<file path="config.mk">
export PLATFORM = sky130hd
export DESIGN_NAME = desired_drive_seq
export DESIGN_NICKNAME = d
export VERILOG_FILES = /design/src/rtl/desired_drive_seq.sv
export SDC_FILE = /design/constraint.sdc
export NUM_CORES = 1
export LEC_CHECK = 0
export ABC_CLOCK_PERIOD_IN_PS = 8700
export BUFFER_PORTS_ARGS = -buffer_cell sky130_fd_sc_hd__buf_2
export CORE_MARGIN = 4
export CORE_UTILIZATION = 35
export CTS_BUF_LIST = sky130_fd_sc_hd__clkbuf_4
export DETAILED_ROUTE_END_ITERATION = 7
export PLACE_DENSITY = 0.46
export SKIP_LAST_GASP = 1
export SLEW_MARGIN = 40
export SYNTH_ARGS = -nofsm -noshare
export SYNTH_HDL_FRONTEND = slang
export SYNTH_SLANG_ARGS = --single-unit
</file>
<file path="constraint.sdc">
create_clock -name clk -period 8.7 [get_ports clk]
set_input_delay 0.87 -clock clk [delete_from_list [all_inputs] [get_ports clk]]
set_output_delay 0.87 -clock clk [all_outputs]
set_load 0.02 [all_outputs]
</file>
<file path="src/rtl/desired_drive_seq.sv">
`default_nettype none
// ============================================================================
// Module   : desired_drive_seq
// Purpose  : Computes the motor target current from pedal torque, cadence,
//            incline and assist setting. One 15x15 unsigned multiplier is
//            shared across three steps of a fixed 5-cycle pass. The result
//            is slew-limited before it drives target_curr.
// Ports    : clk, rst_n       - clock, synchronous active-low reset
//            start            - request one pass (accepted only when idle)
//            en               - assist enable (low drives the update to 0)
//            avg_torque[11:0] - unsigned averaged torque
//            cadence_vec[4:0] - unsigned cadence measure
//            incline[12:0]    - signed incline
//            setting[1:0]     - assist level 0..3
//            busy             - pass in progress
//            vld              - one-cycle pulse after target_curr updates
//            target_curr[11:0]- slew-limited target current
// Revision : 1.0 - initial release
// ============================================================================
module desired_drive_seq #(
  parameter logic [11:0] SLEW_STEP  = 12'h080,
  parameter logic [11:0] TORQUE_MIN = 12'h380
) (
  input  logic        clk,
  input  logic        rst_n,
  input  logic        start,
  input  logic        en,
  input  logic [11:0] avg_torque,
  input  logic [4:0]  cadence_vec,
  input  logic [12:0] incline,
  input  logic [1:0]  setting,
  output logic        busy,
  output logic        vld,
  output logic [11:0] target_curr
);

  localparam logic [2:0] S_IDLE  = 3'd0;
  localparam logic [2:0] S_MUL_A = 3'd1;
  localparam logic [2:0] S_MUL_B = 3'd2;
  localparam logic [2:0] S_MUL_P = 3'd3;
  localparam logic [2:0] S_UPD   = 3'd4;

  logic [2:0]  state_q, state_d;

  // Captured copies of the inputs; the whole pass works from these.
  logic [11:0] torque_q;
  logic [4:0]  cad_q;
  logic [12:0] incl_q;
  logic [1:0]  set_q;
  logic        en_q;

  logic [13:0] a1_q;
  logic [14:0] a2_q;
  logic [28:0] prod_q;
  logic [11:0] target_q, target_d;
  logic        vld_q;

  // --------------------------------------------------------------------------
  // Operand conditioning
  // --------------------------------------------------------------------------
  logic [11:0]        torque_pos;
  logic signed [13:0] incl_sum;
  logic [8:0]         incline_lim;
  logic [5:0]         cadence_factor;

  assign torque_pos = (torque_q > TORQUE_MIN) ? (torque_q - TORQUE_MIN) : 12'd0;

  // Sign-extend to 14 bits so the +256 offset can never wrap.
  assign incl_sum = $signed({incl_q[12], incl_q}) + 14'sd256;

  always_comb begin
    incline_lim = incl_sum[8:0];
    if (incl_sum[13]) begin
      incline_lim = 9'd0;
    end else if (incl_sum > 14'sd511) begin
      incline_lim = 9'd511;
    end
  end

  assign cadence_factor = (cad_q <= 5'd1) ? 6'd0 : ({1'b0, cad_q} + 6'd32);

  // --------------------------------------------------------------------------
  // Shared multiplier: operands steered by the current state
  // --------------------------------------------------------------------------
  logic [14:0] mul_x, mul_y;
  logic [29:0] mul_p;

  always_comb begin
    mul_x = 15'd0;
    mul_y = 15'd0;
    case (state_q)
      S_MUL_A: begin
        mul_x = {3'd0, torque_pos};
        mul_y = {13'd0, set_q};
      end
      S_MUL_B: begin
        mul_x = {6'd0, incline_lim};
        mul_y = {9'd0, cadence_factor};
      end
      S_MUL_P: begin
        mul_x = {1'b0, a1_q};
        mul_y = a2_q;
      end
      default: ;
    endcase
  end

  assign mul_p = {15'd0, mul_x} * {15'd0, mul_y};

  // --------------------------------------------------------------------------
  // Raw target and slew limiter (13-bit compares so nothing wraps)
  // --------------------------------------------------------------------------
  logic [11:0] raw;
  logic [12:0] cur_up;
  logic [12:0] raw_up;

  assign raw    = (|prod_q[28:26]) ? 12'hFFF : prod_q[25:14];
  assign cur_up = {1'b0, target_q} + {1'b0, SLEW_STEP};
  assign raw_up = {1'b0, raw} + {1'b0, SLEW_STEP};

  always_comb begin
    target_d = raw;
    if (!en_q) begin
      target_d = 12'd0;
    end else if ({1'b0, raw} > cur_up) begin
      target_d = cur_up[11:0];
    end else if (raw_up < {1'b0, target_q}) begin
      target_d = target_q - SLEW_STEP;
    end
  end

  // Bits that are intentionally dropped.
  logic unused_bits;
  assign unused_bits = ^{mul_p[29], prod_q[13:0]};

  // --------------------------------------------------------------------------
  // FSM: state register
  // --------------------------------------------------------------------------
  always_ff @(posedge clk) begin
    if (!rst_n) begin
      state_q <= S_IDLE;
    end else begin
      state_q <= state_d;
    end
  end

  // FSM: next state
  always_comb begin
    state_d = state_q;
    case (state_q)
      S_IDLE:  if (start) state_d = S_MUL_A;
      S_MUL_A: state_d = S_MUL_B;
      S_MUL_B: state_d = S_MUL_P;
      S_MUL_P: state_d = S_UPD;
      S_UPD:   state_d = S_IDLE;
      default: state_d = S_IDLE;
    endcase
  end

  // FSM: outputs
  always_comb begin
    busy = (state_q != S_IDLE);
  end

  // --------------------------------------------------------------------------
  // Datapath registers
  // --------------------------------------------------------------------------
  always_ff @(posedge clk) begin
    if (!rst_n) begin
      torque_q <= 12'd0;
      cad_q    <= 5'd0;
      incl_q   <= 13'd0;
      set_q    <= 2'd0;
      en_q     <= 1'b0;
      a1_q     <= 14'd0;
      a2_q     <= 15'd0;
      prod_q   <= 29'd0;
      target_q <= 12'd0;
      vld_q    <= 1'b0;
    end else begin
      vld_q <= (state_q == S_UPD);
      if ((state_q == S_IDLE) && start) begin
        torque_q <= avg_torque;
        cad_q    <= cadence_vec;
        incl_q   <= incline;
        set_q    <= setting;
        en_q     <= en;
      end
      if (state_q == S_MUL_A) a1_q     <= mul_p[13:0];
      if (state_q == S_MUL_B) a2_q     <= mul_p[14:0];
      if (state_q == S_MUL_P) prod_q   <= mul_p[28:0];
      if (state_q == S_UPD)   target_q <= target_d;
    end
  end

  assign vld         = vld_q;
  assign target_curr = target_q;

endmodule
`default_nettype wire

</file>
# Yosys cells after proc, flatten, opt, wreduce, memory -nomap -nowiden

Index checks and enable logic that the tools add are counted.

Memories kept: 0
Register bits: 107
Latch bits: 0
Input port bits: 36
Bits in writable memories: 0
ROM bits: 0
Output and inout port bits: 14
Word-level logic and storage cells: 44

Multiplexer cells: 12
Magnitude comparators: 5
Reductions and logical operators: 4
Bitwise logic cells: 0
Divide/modulo/power cells: 0
Shifts and indexed selects: 0
Multipliers: 1
Equality and inequality tests: 5
$add $sub $neg: 6

Operator list:

| cell                                                                              | number |
|---|---|
| 12-bit two-way mux                                                                | 5 |
| 15-bit case mux with 3 select lines                                               | 1 |
| 14-bit case mux with 3 select lines                                               | 1 |
| 15-bit by 15-bit multiplier with 29-bit output                                    | 1 |
| 12-bit by 8-bit adder with 13-bit output, second input constant                   | 2 |
| 9-bit two-way mux                                                                 | 2 |
| 13-bit by 10-bit adder with 14-bit output, second input constant                  | 1 |
| 14-bit by 10-bit greater-than comparator with 1-bit output, second input constant | 1 |
| 12-bit by 13-bit greater-than comparator with 1-bit output                        | 1 |
| 13-bit by 12-bit less-than comparator with 1-bit output                           | 1 |
| 12-bit by 10-bit greater-than comparator with 1-bit output, second input constant | 1 |
| 3-bit case mux with 4 select lines                                                | 1 |
| 12-bit by 10-bit subtractor with 12-bit output, second input constant             | 1 |
| 12-bit by 8-bit subtractor with 12-bit output, second input constant              | 1 |
| 5-bit by 6-bit adder with 6-bit output, second input constant                     | 1 |
| 3-bit by 2-bit == test with 1-bit output, second input constant                   | 2 |
| 6-bit two-way mux                                                                 | 1 |
| 5-bit by 1-bit <= comparator with 1-bit output, second input constant             | 1 |
| 3-bit by 1-bit == test with 1-bit output, second input constant                   | 1 |
| 3-bit == test, second input constant                                              | 1 |
| 3-bit zero test                                                                   | 1 |
| 3-bit two-way mux                                                                 | 1 |
| 3-bit nonzero test                                                                | 1 |
| 3-bit OR reduction                                                                | 1 |
| other kinds (2)                                                                   | 2 |

# Logic depth before layout (Yosys ltp)

Depth after elaboration: 7
Gate-level depth with buffers: 30
Mapped depth without buffers: 29

# Worst setup path before layout

Ideal clock, no wire load.

Path type: flip-flop to flip-flop
From: register incl_q[8]
To: register prod_q[25]
Cell stages (with the launch flop): 30
Library setup time: 0.126 ns
Data arrival time: 6.626 ns
Clock period less this slack: 6.753 ns
Buffers on the path: 1
Data required time: 8.574 ns
Setup slack: 1.947 ns
Cells stage by stage: dfxtp_1 > inv_1 > ha_1 > nand4_1 > o31ai_1 > o21ai_1 > o21a_1 > a221oi_2 > buf_2 > nor2_1 > fa_1 > inv_1 > fa_1 > inv_1 > fa_1 > inv_1 > fa_1 > inv_1 > fa_1 > inv_1 > fa_1 > inv_1 > ha_1 > o211ai_1 > or3b_1 > a21oi_4 > a21oi_1 > a211o_1 > nand4_1 > o211ai_1

Word-level cells in the longest chain between the ends: 6

RTL lines:

| element                                                    | RTL line | RTL |
|---|---|---|
| start: declaration                                         | 48       | `logic [12:0] incl_q;` |
| start signal: assignment                                   | 185      | `incl_q <= incline;` |
| 13-bit by 10-bit adder with 14-bit output (*)              | 69       | `assign incl_sum = $signed({incl_q[12], incl_q}) + 14'sd256;` |
| 14-bit by 10-bit greater-than comparator with 1-bit output | 75       | `end else if (incl_sum > 14'sd511) begin` |
| 9-bit two-way mux                                          | 75       |  |
| 9-bit two-way mux (*)                                      | 73       | `if (incl_sum[13]) begin` |
| 14-bit case mux with 3 select lines (*)                    | 91       | `case (state_q)` |
| 15-bit by 15-bit multiplier with 29-bit output (*)         | 108      | `assign mul_p = {15'd0, mul_x} * {15'd0, mul_y};` |
| end signal: assignment                                     | 191      | `if (state_q == S_MUL_P) prod_q <= mul_p[28:0];` |
| end: declaration                                           | 54       | `logic [28:0] prod_q;` |

Every way passes the cells marked *; elsewhere a longest branch is shown, timed or not.
A chain may end at the register's enable or synchronous reset.

# Final worst setup path

From: register state_q[1]
To: register prod_q[28]

Word-level cells in the longest chain between the ends: 3
Elaborated cells on any way between the ends: 6
Those cells by class: mul (1); eq/ne (3); mux (2)

RTL lines:

| element                                                                                           | RTL line | RTL |
|---|---|---|
| start: declaration                                                                                | 43       | `logic [2:0] state_q, state_d;` |
| start signal: assignment                                                                          | 143      | `state_q <= state_d;` |
| 3-bit by 2-bit == test with 1-bit output, or another cell as far along                            | 91, 191  |  |
| 14-bit case mux with 3 select lines / 15-bit case mux with 3 select lines (equally long branches) | 91       |  |
| 15-bit by 15-bit multiplier with 29-bit output                                                    | 108      |  |

Parallel ways exist; a longest one is shown, timed or not.

==> flow_metrics.env <==
export IMPL_outcome="complete, no violations"
export IMPL_avgSynthCellArea_um2=8.16
export IMPL_die_h_um=190
export IMPL_io_buffers=49
export IMPL_start_util=0.356
export IMPL_final_nets=1742
export IMPL_via_per_inst=4.96
export IMPL_synth_area_leaders="fa_1, dfxtp_1, ha_1, nand2_1, inv_1"
export IMPL_cts_hold_buffers=0
export IMPL_synth_edf_count=0
export IMPL_cts_max_level=3
export IMPL_grt_max_degree=83
export IMPL_cts_resized_gates=0
export IMPL_grt_remaining_overflow=0
export IMPL_grt_pass1_wl_mm=54.0
export IMPL_ys_flop_type="dfxtp_1"
export IMPL_p_int_mw=0.601
export IMPL_drive_above_1_share=0.0826
export IMPL_gp_congestion=0.894
export IMPL_place_area_um2=12300
export IMPL_maxCapViolCount=0
export IMPL_slew_viol_final=0
export IMPL_ant_nets=0
export IMPL_comb_power_share=0.231
export IMPL_yosysTopAreaCell="fa_1"
export IMPL_cts_clk_slew_worst_paths_ns=0.13
export IMPL_period_share=0.864
export IMPL_hold_class="reg -> reg"
export IMPL_end_kind="flop"
export IMPL_start_kind="flop"
export IMPL_clock_path_buffers=2
export IMPL_drc=0
export IMPL_power_leakage_nw=5.80
export IMPL_holdWs_ns=0.461
export IMPL_wl_per_cell_um=17.7
export IMPL_synth_distinct_cells=73
export IMPL_syn_num_nets=1727
export IMPL_stdcell_area_um2=12400
export IMPL_switchingPower_mw=0.320
export IMPL_finalHoldViolations=0
export IMPL_firstDrtPassIters=5
export IMPL_slew_headroom=0.460
export IMPL_root_buffer="clkbuf_4"
export IMPL_critPathRequiredTime_ns=9.04
export IMPL_initialDrtViolationCount=484
export IMPL_synth_warnings=0
export IMPL_n_fill_cell=3489
export IMPL_clock_skew_ns=0.0276
export IMPL_cp_max_fo=16
export IMPL_clkSinkCount=93
export IMPL_die_area_um2=36100
export IMPL_rsz0062_at_grt="false"
export IMPL_io_pins=50
export IMPL_row_count=66
export IMPL_post_cts_setup_buffers=0
export IMPL_irDropWorstVdd_mv=0.0884
export IMPL_core_um2=32600
export IMPL_setup_tns_ns=0
export IMPL_numCtsBuffers=9
export IMPL_fmax_mhz=133
export IMPL_setup_viol=0
export IMPL_worstPathArrival_ns=7.86
export IMPL_cts_tree="built"
export IMPL_vias=9354
export IMPL_antenna_found_initial=2
export IMPL_grt_pass1_vias=9791
export IMPL_syn_inst=1422
export IMPL_worstMarginPinSlew_ns=0.811
export IMPL_switching_share=0.347
export IMPL_die_w_um=190
export IMPL_p_per_area_nw_per_um2=74.2
export IMPL_clockPowerShare=0.264
export IMPL_sequentialPowerShare=0.505
export IMPL_clkLatencyLatePin_ns=0.47
export IMPL_hpwl_mm=27.4
export IMPL_path_class="reg -> reg"
export IMPL_syn2layout_area_growth_pct=6.89
export IMPL_routed_wl_mm=33.4
export IMPL_synth_seq_cells=93
export IMPL_period_minus_slack_ns=7.52
export IMPL_grt_util_all_layers=0.188
export IMPL_synth_top_area_share=0.264
export IMPL_mappedNetlistArea_um2=11600
export IMPL_ys_seq_area_frac=0.161
export IMPL_async_flop_share=0
==> sequential cells by signal, indices dropped and copies added, names as in the netlist <==
signal	cells
a1_q	14
en_q	1
incl_q	13
state_q	3
a2_q	15
prod_q	15
vld	1
torque_q	12
target_curr	12
cad_q	5
set_q	2
==> placed cells by master, fill, tap and decap left out, drive strengths merged, types with 3 or more instances in the layout <==
| cell | Yosys | final |
|---|---|---|
| a2111oi | 4 | 4 |
| a211oi | 12 | 12 |
| a21o | 12 | 12 |
| a21oi | 99 | 99 |
| a221oi | 3 | 3 |
| a22o | 6 | 6 |
| a22oi | 17 | 17 |
| a31o | 3 | 3 |
| and2 | 23 | 23 |
| and3 | 9 | 9 |
| buf | 21 | 67 |
| clkbuf | 42 | 10 |
| dfxtp | 93 | 93 |
| fa | 153 | 153 |
| ha | 116 | 116 |
| inv | 204 | 206 |
| mux2 | 3 | 3 |
| mux2i | 9 | 9 |
| nand2 | 287 | 287 |
| nand2b | 9 | 9 |
| nand3 | 24 | 24 |
| nand3b | 4 | 4 |
| nand4 | 7 | 7 |
| nor2 | 110 | 110 |
| nor2b | 8 | 8 |
| nor3 | 12 | 12 |
| nor4 | 4 | 4 |
| o211ai | 7 | 7 |
| o21a | 8 | 8 |
| o21ai | 34 | 34 |
| o21bai | 5 | 5 |
| o31a | 3 | 3 |
| o31ai | 3 | 3 |
| or2 | 11 | 11 |
| or3 | 5 | 5 |
| xnor2 | 23 | 23 |
| xor2 | 12 | 12 |
==> critical path, cell delays in order, from the launching register on <==
cell	delay [ns]
dfxtp_1	0.62
nand2_2	0.35
a21oi_2	0.39
o21ai_0	0.22
nand2_1	0.51
nand2_1	0.17
fa_1	0.55
fa_1	0.52
inv_1	0.05
fa_1	0.49
fa_1	0.54
fa_1	0.55
inv_1	0.06
fa_1	0.54
inv_1	0.04
ha_1	0.37
nand4_1	0.18
nor2_1	0.14
nand3_1	0.12
o2111ai_1	0.29
o211ai_2	0.17
o31a_1	0.27
xnor2_1	0.16
a21oi_1	0.08
==> final timing paths <==
check,endpoint,cells past startpoint,slack [ns],startpoint
setup reg to reg,prod_q[28]$_SDFFE_PN0N_,23,1.18,state_q[1]$_SDFFE_PN0P_
hold / removal,prod_q[15]$_SDFFE_PN0N_,2,0.46,prod_q[15]$_SDFFE_PN0N_
hold reg to reg,prod_q[15]$_SDFFE_PN0N_,2,0.46,prod_q[15]$_SDFFE_PN0N_
setup / recovery,prod_q[28]$_SDFFE_PN0N_,23,1.18,state_q[1]$_SDFFE_PN0P_
==> cells by family after synthesis <==
logic type | count (synthesis) | share of synthesized area
xor gates and xnor gates | 35 | 0.0264
and+or+nand+nor | 518 | 0.194
AOI/OAI and AO/OA | 228 | 0.130
buffers and inverters | 267 | 0.0895
DFF | 93 | 0.161
adders and majority gates | 269 | 0.389
muxes | 12 | 0.0107
==> routing by layer <==
layer,vias up,GRT usage,share of wire
met5,-,0,0
met3,24,0.0154,0.038
li1,4592,-,-
met4,0,0.0284,0.010
met2,194,0.298,0.45
met1,4544,0.287,0.51
==> synthesized netlist by cell type, drive strengths merged (17+ instances only) <==
master  number
and2        23
a21oi       99
fa         153
a22oi       17
ha         116
dfxtp       93
nor2       110
o21ai       34
nand2      287
nand3       24
inv        204
clkbuf      42
buf         21
xnor2       23
==> cell type report <==
| class | count | area, µm² | share of cell area |
|---|---|---|---|
| multi-input cells | 1062 | 8700 | 0.702 |
| flip-flops and latches | 93 | 1860 | 0.150 |
| inverters | 204 | 766 | 0.0618 |
| well taps | 442 | 553 | 0.0446 |
| repair buffers | 67 | 377 | 0.0304 |
| clock buffers | 10 | 75.1 | 0.00606 |
| clock inverters | 5 | 60.1 | 0.00484 |
| diodes | 1 | 2.50 | 0.000202 |
==> metrics by stage <==
stage	power (mW)	util	cells	worst slack, ns
after detailed placement	0.687	0.376	1868	1.23
final	0.920	0.380	1884	1.18
after global placement	0.686	0.375	1865	1.24
after floorplan	0.615	-	1422	1.95
after global routing	0.975	0.380	1884	0.668
after CTS	0.935	0.380	1883	1.15
==> power groups by stage <==
stage	sequential (mW)	combinational [mW]	clock, mW
floorplan	0.462	0.153	0
global placement	0.474	0.212	0
detailed placement	0.474	0.212	0
CTS	0.465	0.214	0.256
global route	0.468	0.237	0.270
finish	0.465	0.213	0.243
(Power assumes the default switching activity.)
